### src/rtl/acumulador_suma.sv
// acumulador_suma: burst accumulator built around the ripple adder `suma`.
// Accepts a burst of len operands over in_valid/in_ready, adds or subtracts
// each into a registered accumulator, and holds the result with sticky flags
// on out_valid until out_ready.
// Optional build macro: ACUMULADOR_SATURATE_EN (saturate acc on unsigned overflow).
// Ports:
//   clk, rst_n            clock, async active-low reset
//   start, len, clear     burst start / length (0 means 1) / synchronous abort
//   in_valid/in_ready     operand handshake; in_data operand, in_op 0=add 1=sub
//   out_valid/out_ready   result handshake
//   acc, carry, ovf       accumulator, sticky unsigned / signed overflow
//   zero, neg, count      acc==0 (combinational), acc MSB, beats accepted

// N-bit ripple-carry adder: s = a + b + cin, cout is the carry out.
module suma #(
   parameter int unsigned N = 8
) (
   input  logic [N-1:0] a,
   input  logic [N-1:0] b,
   input  logic         cin,
   output logic [N-1:0] s,
   output logic         cout
);

   logic w_c;

   // Full-adder chain, LSB first.
   always_comb begin
      s   = '0;
      w_c = cin;
      for (int i = 0; i < int'(N); i++) begin
         s[i] = a[i] ^ b[i] ^ w_c;
         w_c  = (a[i] & b[i]) | (w_c & (a[i] ^ b[i]));
      end
      cout = w_c;
   end

endmodule

module acumulador_suma #(
   parameter int unsigned N = 8,
   parameter int unsigned C = 4
) (
   input  logic         clk,
   input  logic         rst_n,
   input  logic         start,
   input  logic [C-1:0] len,
   input  logic         clear,
   input  logic         in_valid,
   output logic         in_ready,
   input  logic [N-1:0] in_data,
   input  logic         in_op,
   output logic         out_valid,
   input  logic         out_ready,
   output logic [N-1:0] acc,
   output logic         carry,
   output logic         ovf,
   output logic         zero,
   output logic         neg,
   output logic [C-1:0] count
);

   typedef enum logic [1:0] {
      S_IDLE = 2'd0,
      S_ACUM = 2'd1,
      S_DONE = 2'd2
   } state_t;

   state_t       r_state;
   state_t       w_state_nxt;
   logic [N-1:0] r_acc;
   logic         r_carry;
   logic         r_ovf;
   logic [C-1:0] r_count;
   logic [C-1:0] r_len;
   logic         r_in_ready;
   logic         r_out_valid;

   logic [N-1:0] w_b;
   logic [N-1:0] w_s;
   logic         w_cout;
   logic         w_uevt;
   logic         w_sevt;
   logic [N-1:0] w_acc_nxt;
   logic         w_start;
   logic         w_beat;
   logic         w_last;

   // Subtraction is a + ~b + 1, so in_op doubles as the carry-in.
   assign w_b = in_op ? ~in_data : in_data;

   suma #(.N(N)) u_suma (
      .a    (r_acc),
      .b    (w_b),
      .cin  (in_op),
      .s    (w_s),
      .cout (w_cout)
   );

   // A missing carry-out on subtract is a borrow.
   assign w_uevt = in_op ? ~w_cout : w_cout;
   assign w_sevt = (r_acc[N-1] == w_b[N-1]) && (w_s[N-1] != r_acc[N-1]);

`ifdef ACUMULADOR_SATURATE_EN
   // Clamp to the rail crossed; ovf still comes from the raw sum.
   assign w_acc_nxt = w_uevt ? (in_op ? {N{1'b0}} : {N{1'b1}}) : w_s;
`else
   assign w_acc_nxt = w_s;
`endif

   assign w_last = (r_count == (r_len - C'(1)));

   // Next-state and transfer qualifiers; clear overrides everything.
   always_comb begin
      w_state_nxt = r_state;
      w_start     = 1'b0;
      w_beat      = 1'b0;
      if (clear) begin
         w_state_nxt = S_IDLE;
      end else begin
         case (r_state)
            S_IDLE: begin
               if (start) begin
                  w_start     = 1'b1;
                  w_state_nxt = S_ACUM;
               end
            end
            S_ACUM: begin
               if (in_valid && r_in_ready) begin
                  w_beat = 1'b1;
                  if (w_last) begin
                     w_state_nxt = S_DONE;
                  end
               end
            end
            S_DONE: begin
               if (out_ready) begin
                  w_state_nxt = S_IDLE;
               end
            end
            default: w_state_nxt = S_IDLE;
         endcase
      end
   end

   // State register.
   always_ff @(posedge clk or negedge rst_n) begin
      if (!rst_n) begin
         r_state <= S_IDLE;
      end else begin
         r_state <= w_state_nxt;
      end
   end

   // Handshake outputs registered from the next state.
   always_ff @(posedge clk or negedge rst_n) begin
      if (!rst_n) begin
         r_in_ready  <= 1'b0;
         r_out_valid <= 1'b0;
      end else begin
         r_in_ready  <= (w_state_nxt == S_ACUM);
         r_out_valid <= (w_state_nxt == S_DONE);
      end
   end

   // Accumulator datapath and sticky flags.
   always_ff @(posedge clk or negedge rst_n) begin
      if (!rst_n) begin
         r_acc   <= '0;
         r_carry <= 1'b0;
         r_ovf   <= 1'b0;
         r_count <= '0;
         r_len   <= C'(1);
      end else if (clear) begin
         r_acc   <= '0;
         r_carry <= 1'b0;
         r_ovf   <= 1'b0;
         r_count <= '0;
      end else if (w_start) begin
         r_acc   <= '0;
         r_carry <= 1'b0;
         r_ovf   <= 1'b0;
         r_count <= '0;
         r_len   <= (len == '0) ? C'(1) : len;
      end else if (w_beat) begin
         r_acc   <= w_acc_nxt;
         r_carry <= r_carry | w_uevt;
         r_ovf   <= r_ovf | w_sevt;
         r_count <= r_count + C'(1);
      end
   end

   assign in_ready  = r_in_ready;
   assign out_valid = r_out_valid;
   assign acc       = r_acc;
   assign carry     = r_carry;
   assign ovf       = r_ovf;
   assign count     = r_count;
   assign zero      = (r_acc == '0);
   assign neg       = r_acc[N-1];

endmodule

### config.mk
export PLATFORM = sky130hd
export DESIGN_NAME = acumulador_suma
export DESIGN_NICKNAME = d
export VERILOG_FILES = /design/src/rtl/acumulador_suma.sv
export SDC_FILE = /design/constraint.sdc
export NUM_CORES = 1
export LEC_CHECK = 0
export ABC_CLOCK_PERIOD_IN_PS = 8100
export BUFFER_PORTS_ARGS = -buffer_cell sky130_fd_sc_hd__buf_4
export CORE_MARGIN = 5
export CORE_UTILIZATION = 50
export CTS_BUF_LIST = sky130_fd_sc_hd__clkbuf_8
export CTS_CLUSTER_DIAMETER = 100
export DETAILED_ROUTE_END_ITERATION = 10
export PLACE_DENSITY = 0.77
export SYNTH_ARGS = -nofsm -noshare
export SYNTH_HDL_FRONTEND = slang
export SYNTH_SLANG_ARGS = --single-unit
### constraint.sdc
create_clock -name clk -period 8.1 [get_ports clk]
set_clock_uncertainty 0.05 [all_clocks]
set_input_delay 0.81 -clock clk [delete_from_list [all_inputs] [get_ports clk]]
set_output_delay 0.81 -clock clk [all_outputs]
set_load 0.1 [all_outputs]
Word-level counts from Yosys, hierarchy flattened
Cells that the tools add are included.
- flip-flop bits (word level): 22
- bits in latches: 0
- bits in writable memories: 0
- bits in read-only memories: 0
- output and inout bits: 18
- logic and storage cells: 96
- memories kept: 0
- add/subtract/negate cells: 2
- multipliers: 0
- div/mod/pow operators: 0
- $lt $le $gt $ge: 0
- equality and inequality tests: 7
- shift operators: 0
- mux-type cells: 27
- bitwise gates (word level): 45
- reduce and logical (&&, ||, !) cells: 7
- operators with widths (cell ; number):
    $mux 8 ; 4
    $and 1x1->1 ; 16
    $mux 4 ; 4
    $xor 1x1->1 ; 16
    $mux 1 ; 13
    $mux 2 ; 5
    $or 1x1->1 ; 10
    $logic_not 8->1 ; 1
    $not 8->8 ; 1
    $pmux 2 s3 ; 1
    $add 4x1->4 const B ; 1
    $eq 2x1->1 const B ; 2
    $eq 2x2->1 const B ; 2
    $eq 4x4->1 ; 1
    $logic_not 4->1 ; 1
    $sub 4x1->4 const B ; 1
    $reduce_bool 3->1 ; 1
    $logic_and 1x1->1 ; 2
    $logic_not 2->1 ; 1
    $not 1->1 ; 2
    $reduce_and 2->1 ; 1
    $eq 1x1->1 ; 1
    $ne 1x1->1 ; 1

Logic depth before layout (Yosys ltp)
- depth in word-level cells: 25
- mapped depth: 16

By module
A second synthesis with hierarchy kept.
- cells, all modules: 131
- area total of the unflattened synthesis: 1322.5 sq um
- modules (own cells, without submodules) (module ; instances ; cells each ; area each (sq um) ; seq. area each (sq um)):
    acumulador_suma ; 1 ; 113 ; 1124.8 ; 551.8
    suma ; 1 ; 18 ; 197.7 ; 0.0

Worst setup path after synthesis
No wires, ideal clock.
- path kind: in2reg
- from: input in_op
- to: register r_ovf (netlist: ovf)
- arrival: 4300 ps
- setup slack: 3677 ps
- cell stages on the path: 16
- path buffers: 1
- path through: buf_2 > mux2_2 > fa_1 > fa_1 > fa_1 > fa_1 > inv_1 > fa_1 > inv_1 > fa_1 > inv_1 > fa_1 > xor2_1 > nor3_1 > nor2_1 > nor2_1
- longest elaborated chain between the ends: 23
- ends and longest elaborated chain (what ; RTL line ; RTL):
    from (decl) ; 52 ; input logic in_op,
    $mux 8 ; 90 ; assign w_b = in_op ? ~in_data : in_data;
    $xor 1x1->1 ; 33 ; w_c = (a[i] & b[i]) | (w_c & (a[i] ^ b[i]));
    $and 1x1->1 ; 33 ;
    $or 1x1->1 ; 33 ;
    $and 1x1->1 ; 33 ;
    $or 1x1->1 ; 33 ;
    $and 1x1->1 ; 33 ;
    $or 1x1->1 ; 33 ;
    (+7 left out) ; -- ;
    $or 1x1->1 ; 33 ;
    $xor 1x1->1 ; 32 ; s[i] = a[i] ^ b[i] ^ w_c;
    $ne 1x1->1 ; 102 ; assign w_sevt = (r_acc[N-1] == w_b[N-1]) && (w_s[N-1] != r_acc[N-1]);
    $logic_and 1x1->1 (*) ; 102 ;
    $or 1x1->1 (*) ; 188 ; r_ovf <= r_ovf | w_sevt;
    $mux 1 (*) ; 185 ; end else if (w_beat) begin
    $mux 1 (*) ; 179 ; end else if (w_start) begin
    $mux 1 (*) ; 174 ; end else if (clear) begin
    to (signal assigned) ; 188 ;
    to (decl) ; 73 ; logic r_ovf;
Mark *: on every way between the ends. The rest lies on a longest branch, timed or not. The select of a mux whose other input is x is not followed.
A chain may end at the register's enable or synchronous reset.

Final worst setup path
Same ends and word-level chain as after synthesis.

==> metrics.csv <==
metric;value;unit
outcome;completed;
post-DP HPWL;2140;um
worst vdd ir;0.000129;V
critical path class;input port to register;
FF-to-FF Start;acc[0];
io pins;37;
Cells after Synth;126;
DR vias/cell;5.40;
CTS tree;yes;
Longest Clk Path Bufs;2;
number of global-route vias before repair;1071;
area post-placement;1580;sq um
grt met3 use;0.0277;
area of the multi-input gates;687;sq um
syn_nets;155;
met1 track demand over resource;0.234;
Final Core Density;0.665;
reg2reg path depth;15;
CTS Buf Count;3;
Total Power;292;uW
final WL;2890;um
die height;60.9;um
Slew headroom;0.625;
Worst Hold Class;input port to asynchronous set/reset pin;
cts repair resizes;0;
Residual DRC;0;
nets;192;
max_cap viols;0;
Critical Path RT;8.24;ns
slowest CP cell;fa_1;
final setup vio count;0;
Num Clock Sinks;22;
largest net degree at the start of global routing;23;
final instance area;1650;sq um
Cell variety after synth;28;
Synth async-reset ratio;1.00;
Final Wtd Congestion;0.761;
GRT Overall Usage;0.180;
ant diodes;0;
met2 GRT Util;0.301;
Skew-Pair Late Insertion Delay;0.26;ns
clock slew at reported path FFs;0.08;ns
syn_area_per_cell;10.3;sq um
first-pass GRT wire length;4850;um
Initial Util;0.523;
CP max stage delay;0.45;ns
FF-to-FF End;ovf;
DIE AREA;3710;sq um
CP top delay family;adder cells;
Setup crit end kind;register;
Slew @ Worst Pin;0.563;ns
Hold Slack;0.365;ns
# rows;18;
Top cell by count, worst path;fa_1;
Via Count;1036;
R2R Setup Slk;4.12;ns
post-route antenna net violation count;0;
final worst-path cycle share;0.525;
H-tree depth;1;
fraction of layout cells with a size suffix above 1;0.284;
Pwr Density;177;nW/um^2
Overflow after GRT;0;
post-synthesis sequential area ratio;0.426;
TritonRoute pass-1 iters;4;
Mapped Area;1300;sq um
FMAX;235;MHz
Period minus WS final;4.25;ns
Synth Register Bits;22;
filler cell count;198;
WP buf/inv;4;
Leak;0.000788;uW
Slew Limit Fails;0;
area grow syn2layout;27.1;%
ys flop type;dfrtp_1;
setup repair bufs after CTS;0;
CTS root buf;clkbuf_8;
Die Span X;60.9;um
Startpoint Class;input port;
port bufs;36;
Max Fanout on Critical Path;9;
Fin. Hold Viols;0;
busiest grt layer;met2;
synth warn;0;
CP Cell Sequence;buf_4, mux2_2, fa_1, fa_1, fa_1, fa_1, inv_1, fa_1, inv_1, fa_1, inv_1, fa_1, xor2_1, nor3_1, nor2_1, nor2_1;
setup TNS;0;ns
cts hold-fix bufs;0;
storage element area;552;sq um
WL/cell;15.0;um
Core Region;2480;sq um
EDFF count, synth;0;
Arr. time, crit path;4.40;ns
DRT iter0 DRCs;31;
RSZ-0062 raised after global routing;false;
initial antenna violation count;0;
## Yosys cell counts, types with 2 or more instances
master   instances  area [sq um]
nand2_1         16          60.1
xor2_1          12           105
dfrtp_1         21           526
o21ai_0          3          15.0
buf_4            3          22.5
a21oi_1          8          40.0
inv_1            8          30.0
nor3_1           6          30.0
xnor2_1          7          61.3
ha_1             3          37.5
fa_1             7           140
or4_1            2          15.0
mux2_2           3          33.8
nor2_1          13          48.8
## state kept, by name (all words and copies together) (netlist names)
name	cells
r_len	4
out_valid	1
in_ready	1
r_state	2
acc	8
carry	1
ovf	1
count	4
## cell usage in the layout (no fill, tap or decap), types with 2 or more instances in the layout
| master | count |
|---|---|
| clkbuf_8 | 3 |
| mux2_2 | 3 |
| ha_1 | 3 |
| a21oi_1 | 8 |
| xor2_1 | 12 |
| xnor2_1 | 7 |
| o21ai_0 | 3 |
| or4_1 | 2 |
| nand2_1 | 16 |
| inv_1 | 8 |
| dfrtp_1 | 21 |
| fa_1 | 7 |
| buf_4 | 36 |
| nor2_1 | 13 |
| nor3_1 | 6 |
## report_power, final
part	leakage (uW)	total, uW	internal [uW]	switching (uW)
Clock	0.0000357	104	66.0	37.7
Combinational	0.000458	66.8	26.0	40.8
Sequential	0.000294	121	116	5.16
Total	0.000788	292	208	83.7
## how the worst max path moves through the flow
stage	startpoint	endpoint	slack, ns	depth (start not counted)
2_1_floorplan	in_op	ovf	3.68	16
3_3_place_gp	in_op	ovf	3.69	16
3_5_place_dp	in_op	ovf	3.55	16
4_1_cts	in_op	ovf	3.85	16
5_1_grt	in_op	ovf	3.68	16
6_report	in_op	ovf	3.85	16
## layout make-up
cell class,instances,area share
inverters,8,0.0182
multi-input cells,92,0.417
well taps,30,0.0228
clock buffers,3,0.0251
flip-flops and latches,22,0.335
repair buffers,36,0.164
clock inverters,1,0.0182
## through the flow
step / setup WS (ns) / instances
6_report: 3.85 / 192
5_1_grt: 3.68 / 192
4_1_cts: 3.85 / 192
3_5_place_dp: 3.55 / 188
3_3_place_gp: 3.69 / 188
2_1_floorplan: 3.68 / 126
## kinds of logic (layout without fill, tap and decap cells)
group / Yosys count / after routing / synth area share
compound gates: 14 / 14 / 0.0608
xor+xnor: 19 / 19 / 0.128
fa+ha+maj: 10 / 10 / 0.137
buf+inv: 12 / 48 / 0.0444
flops: 22 / 22 / 0.426
mux: 3 / 3 / 0.0261
simple gates: 46 / 46 / 0.178
## metal layers
layer  wire length (um)  share of wire  vias up
li1                   -              -      482
met4                 44          0.015        0
met3                139          0.048        5
met2               1510           0.52       33
met1               1200           0.41      516
met5                  0              0        -
Note: power is estimated with default switching activity, not from simulation.
